**config.mk**
```make
export PLATFORM = sky130hd
export DESIGN_NAME = reg_skid_buf
export DESIGN_NICKNAME = d
export VERILOG_FILES = /design/src/rtl/reg_skid_buf.sv
export SDC_FILE = /design/constraint.sdc
export NUM_CORES = 1
export LEC_CHECK = 0
export CAP_MARGIN = 10
export CORE_MARGIN = 5
export CORE_UTILIZATION = 25
export CTS_BUF_LIST = sky130_fd_sc_hd__clkbuf_4 sky130_fd_sc_hd__clkbuf_8 sky130_fd_sc_hd__clkbuf_16
export DETAILED_ROUTE_END_ITERATION = 6
export SLEW_MARGIN = 10
export SYNTH_ARGS = -nofsm -noshare
export SYNTH_HDL_FRONTEND = slang
export SYNTH_SLANG_ARGS = --single-unit
```
**constraint.sdc**
```tcl
create_clock -name clk -period 4 [get_ports clk]
set_clock_uncertainty 0.1 [all_clocks]
set_input_delay 0.4 -clock clk [delete_from_list [all_inputs] [get_ports clk]]
set_output_delay 0.4 -clock clk [all_outputs]
set_load 0.05 [all_outputs]
```
**src/rtl/reg_skid_buf.sv**
```systemverilog
`default_nettype none
// ============================================================================
// Module   : reg_skid_buf
// Purpose  : Two-entry elastic pipeline register (main/head register plus a
//            skid register) with valid/ready handshakes on both sides.
//            Every handshake output is decoded purely from the state
//            register, so neither in_valid nor out_ready has a combinational
//            path to in_ready or out_valid. Upstream and downstream timing
//            are therefore fully decoupled while full throughput is kept.
// Revision : 1.0 - initial release
// ----------------------------------------------------------------------------
// Parameters
//   DATA_W      payload width in bits
//   PRESET_VAL  value loaded into main and skid registers on reset
// Ports
//   clk        in   1       sole clock, rising edge
//   srst       in   1       synchronous active-high reset (highest priority)
//   flush      in   1       synchronous discard of all held entries
//   in_valid   in   1       upstream offers in_data
//   in_ready   out  1       block accepts in_data this cycle
//   in_data    in   DATA_W  upstream payload
//   out_valid  out  1       out_data holds a valid entry
//   out_ready  in   1       downstream accepts out_data this cycle
//   out_data   out  DATA_W  head-of-buffer payload (always the main register)
//   level      out  2       entries held: 0, 1 or 2
// ============================================================================
module reg_skid_buf #(
  parameter int                  DATA_W     = 32,
  parameter logic [DATA_W-1:0]   PRESET_VAL = '0
) (
  input  logic              clk,
  input  logic              srst,
  input  logic              flush,
  input  logic              in_valid,
  output logic              in_ready,
  input  logic [DATA_W-1:0] in_data,
  output logic              out_valid,
  input  logic              out_ready,
  output logic [DATA_W-1:0] out_data,
  output logic [1:0]        level
);

  // --------------------------------------------------------------------------
  // State encoding: the code of each state equals the number of entries held,
  // which makes the level decode trivial and readable.
  // --------------------------------------------------------------------------
  typedef enum logic [1:0] {
    EMPTY = 2'd0,
    BUSY  = 2'd1,
    FULL  = 2'd2
  } state_t;

  state_t            state;
  logic [DATA_W-1:0] main_reg;
  logic [DATA_W-1:0] skid_reg;

  logic              in_fire;
  logic              out_fire;

  // --------------------------------------------------------------------------
  // Handshake decode -- a function of the state register only.
  // --------------------------------------------------------------------------
  always_comb begin
    out_valid = 1'b0;
    in_ready  = 1'b1;
    level     = 2'd0;
    unique case (state)
      EMPTY: begin
        out_valid = 1'b0;
        in_ready  = 1'b1;
        level     = 2'd0;
      end
      BUSY: begin
        out_valid = 1'b1;
        in_ready  = 1'b1;
        level     = 2'd1;
      end
      FULL: begin
        out_valid = 1'b1;
        in_ready  = 1'b0;
        level     = 2'd2;
      end
      default: begin
        // Unreachable encoding: present as empty so nothing is delivered and
        // the state machine recovers on the next edge.
        out_valid = 1'b0;
        in_ready  = 1'b1;
        level     = 2'd0;
      end
    endcase
  end

  assign in_fire  = in_valid  & in_ready;
  assign out_fire = out_valid & out_ready;

  // Head of buffer is always the main register, valid or not.
  assign out_data = main_reg;

  // --------------------------------------------------------------------------
  // State machine and data path.
  // Priority: srst > flush > normal transfers.
  // A flush drops the state to EMPTY but leaves both data registers alone, so
  // out_data keeps showing the last head value while out_valid is low. An
  // out_fire coinciding with flush needs no special handling: the entry was
  // consumed downstream and everything else is discarded anyway.
  // --------------------------------------------------------------------------
  always_ff @(posedge clk) begin
    if (srst) begin
      state    <= EMPTY;
      main_reg <= PRESET_VAL;
      skid_reg <= PRESET_VAL;
    end else if (flush) begin
      state    <= EMPTY;
    end else begin
      unique case (state)
        EMPTY: begin
          if (in_fire) begin
            state    <= BUSY;
            main_reg <= in_data;
          end
        end

        BUSY: begin
          if (in_fire && out_fire) begin
            // Head leaves and the new entry takes its place: level stays 1.
            main_reg <= in_data;
          end else if (in_fire) begin
            // Head is stalled, park the new entry behind it.
            state    <= FULL;
            skid_reg <= in_data;
          end else if (out_fire) begin
            // main_reg intentionally keeps the departed value.
            state    <= EMPTY;
          end
        end

        FULL: begin
          // in_ready is low here, so only the output side can move.
          if (out_fire) begin
            state    <= BUSY;
            main_reg <= skid_reg;
          end
        end

        default: begin
          state <= EMPTY;
        end
      endcase
    end
  end

endmodule
`default_nettype wire
```
==> impl_metrics.json <==
{
  "worstMarginPinSlew_ns": 0.761,
  "clock.fmax_ghz": 0.365,
  "cts.root.buffer_cell": "clkbuf_16",
  "finalHoldViolCount": 0,
  "post_synth_num_cell_types": 23,
  "antenna_left": 0,
  "maxCapViolations": 0,
  "vdd_drop_max_mv": 0.186,
  "clockBufferDepth": 2,
  "cts.sinks": 66,
  "synth_top_cell_by_area": "dfxtp_1",
  "critPathLaunch": "state[0]",
  "nFillCells": 1165,
  "layout.cells.non_filler": 527,
  "rr_startpoint": "state[0]",
  "maxSlewViolCount": 0,
  "cp_max_fo": 20,
  "cts-htree-levels": 3,
  "path_clk_slew_ns": 0.06,
  "ys_seq_area_share_pct": 44.5,
  "grt.overflow.total": 0,
  "track_usage_pct": 11.3,
  "synth-main-ff-cell": "dfxtp_1",
  "nets": 420,
  "synth_simple_gate_area_share_pct": 10.5,
  "syn_area_um2": 2970,
  "cp_data_arrival_time_ns": 2.24,
  "grt_pass1_vias": 2505,
  "antenna_cells": 0,
  "cts_tree": "yes",
  "drt_iter0_markers": 69,
  "place_inst": 511,
  "grt_setup_unrepaired": "no",
  "startpoint_type": "flop",
  "synthAdderAreaFrac_pct": 1.69,
  "grt_pass1_wl_um": 12800,
  "post_cts_buffers": 0,
  "gp_congestion": 0.711,
  "initial_utilization_pct": 25.8,
  "fin_crit_sh_pct": 68.6,
  "finalSetupTns_ns": 0,
  "synthTopCellsByArea": "dfxtp_1, a211oi_2, mux2i_1, a21oi_1, nand2_1",
  "dp_hpwl_um": 5520,
  "io_pins": 73,
  "drt_wl_total_um": 7990,
  "yosysWarnings": 0,
  "drc_errors": 0,
  "first_pass_iters": 4,
  "synth-xor-area-share_pct": 0,
  "synth_cells": 316,
  "areaGrowthSynthToFinish_pct": 38.0,
  "synth_compound_area_share_pct": 26.1,
  "grt_max_degree": 35,
  "finalCriticalPeriod_ns": 2.74,
  "ctsResizeCount": 0,
  "slew_headroom_pct": 49.1,
  "synthArstFlopShare_pct": 0,
  "hp-start": "skid_reg[13]",
  "design.core.area_um2": 11500,
  "path_class": "reg -> out",
  "p_leak_nw": 1.30,
  "holdCritPathClass": "reg -> reg",
  "synth_common_cells": "dfxtp_1, nand2_1, a21oi_1",
  "portBuffers": 72,
  "syn-num-nets": 357,
  "finalSetupViolCount": 0,
  "wl_per_cell_um": 15.2,
  "num_vias": 2474,
  "synth_top_family_by_area": "compound AO/OA/AOI/OAI gates",
  "dieArea_um2": 14100,
  "std_cell_rows": 39,
  "drive_gt1_share_pct": 15.4,
  "viasPerCell": 4.69,
  "clock_latency_ns": 0.32,
  "antenna_found_initial": 0,
  "power.total_mw": 1.86,
  "pre_cts_slack_ns": 1.33,
  "p_per_area_nw_per_um2": 455,
  "critPathRequiredTime_ns": 3.50,
  "fin_ws_ns": 1.26,
  "synth_top_area_share_pct": 44.5,
  "synth.area.mux_share_pct": 11.5,
  "status": "finished clean",
  "die_h_um": 119,
  "fp.dieW_um": 119,
  "hold_slack_ns": 0.355,
  "critPathCaptureType": "output pin",
  "synth.avg_cell_area_um2": 9.39,
  "synth_edf_count": 0,
  "cts.hold.buffers_added": 0,
  "numCtsBuffers": 9,
  "ys_ff_latch": 66
}
[critical path, stage by stage (launching register included)]
cell and delay (ns):
dfxtp_1 0.33, inv_1 0.09, ha_2 0.57, clkdlybuf4s50_1 0.92
[metal layers]
metal  vias to the layer above  part of all wire (%)  track usage, %
met5                         -                     0               0
met4                         0                   1.1            3.19
met1                      1165                    45            13.6
li1                       1237                     -               -
met3                         7                   5.4            3.65
met2                        65                    49            19.4
[per-stage QoR]
step | util (%) | cell area (um^2)
floorplan | - | 2970
global placement | 32.9 | 3790
detailed placement | 32.9 | 3790
CTS | 35.6 | 4100
global route | 35.6 | 4100
finish | 35.6 | 4100
[report_power, final]
part | internal, mW | switching, mW
Clock | 0.499 | 0.290
Sequential | 0.693 | 0.0209
Combinational | 0.136 | 0.225
[area by class of cell]
class	count	area, um^2	share of cell area, %
well taps	143	179	4.37
clock buffers	10	239	5.84
repair buffers	80	776	18.9
flip-flops and latches	66	1320	32.3
inverters	5	18.8	0.458
clock inverters	6	63.8	1.56
multi-input cells	217	1500	36.6
[cells in the final DEF (no fill, tap or decap), types with 2 or more instances in the layout]
| cell type | n |
|---|---|
| a21oi_1 | 64 |
| buf_4 | 8 |
| a211oi_2 | 30 |
| clkinvlp_4 | 2 |
| clkinv_2 | 2 |
| nand2_1 | 66 |
| clkbuf_16 | 9 |
| nor2_1 | 2 |
| nand3b_1 | 2 |
| clkdlybuf4s50_1 | 71 |
| nand2b_1 | 2 |
| a211oi_1 | 2 |
| ha_1 | 3 |
| o211ai_1 | 2 |
| dfxtp_1 | 66 |
| mux2i_1 | 34 |
| inv_1 | 5 |
[final timing paths]
check / cells after the start / slack [ns] / end
hold reg to reg: 2 / 0.35 / skid_reg[13]
setup reg to reg: 7 / 1.43 / skid_reg[9]
setup / recovery: 3 / 1.26 / level[1]
hold / removal: 2 / 0.35 / skid_reg[13]
[cell families (layout without fill, tap and decap cells)]
| family | count (synthesis) | count (layout) |
|---|---|---|
| AO/OA/AOI/OAI | 103 | 103 |
| AND/OR/NAND/NOR | 76 | 76 |
| buffers and inverters | 33 | 101 |
| multiplexers | 34 | 34 |
| adder cells (fa/ha/maj) | 4 | 4 |
| flip-flops | 66 | 66 |
No activity file was read; power rests on OpenSTA's default activity.
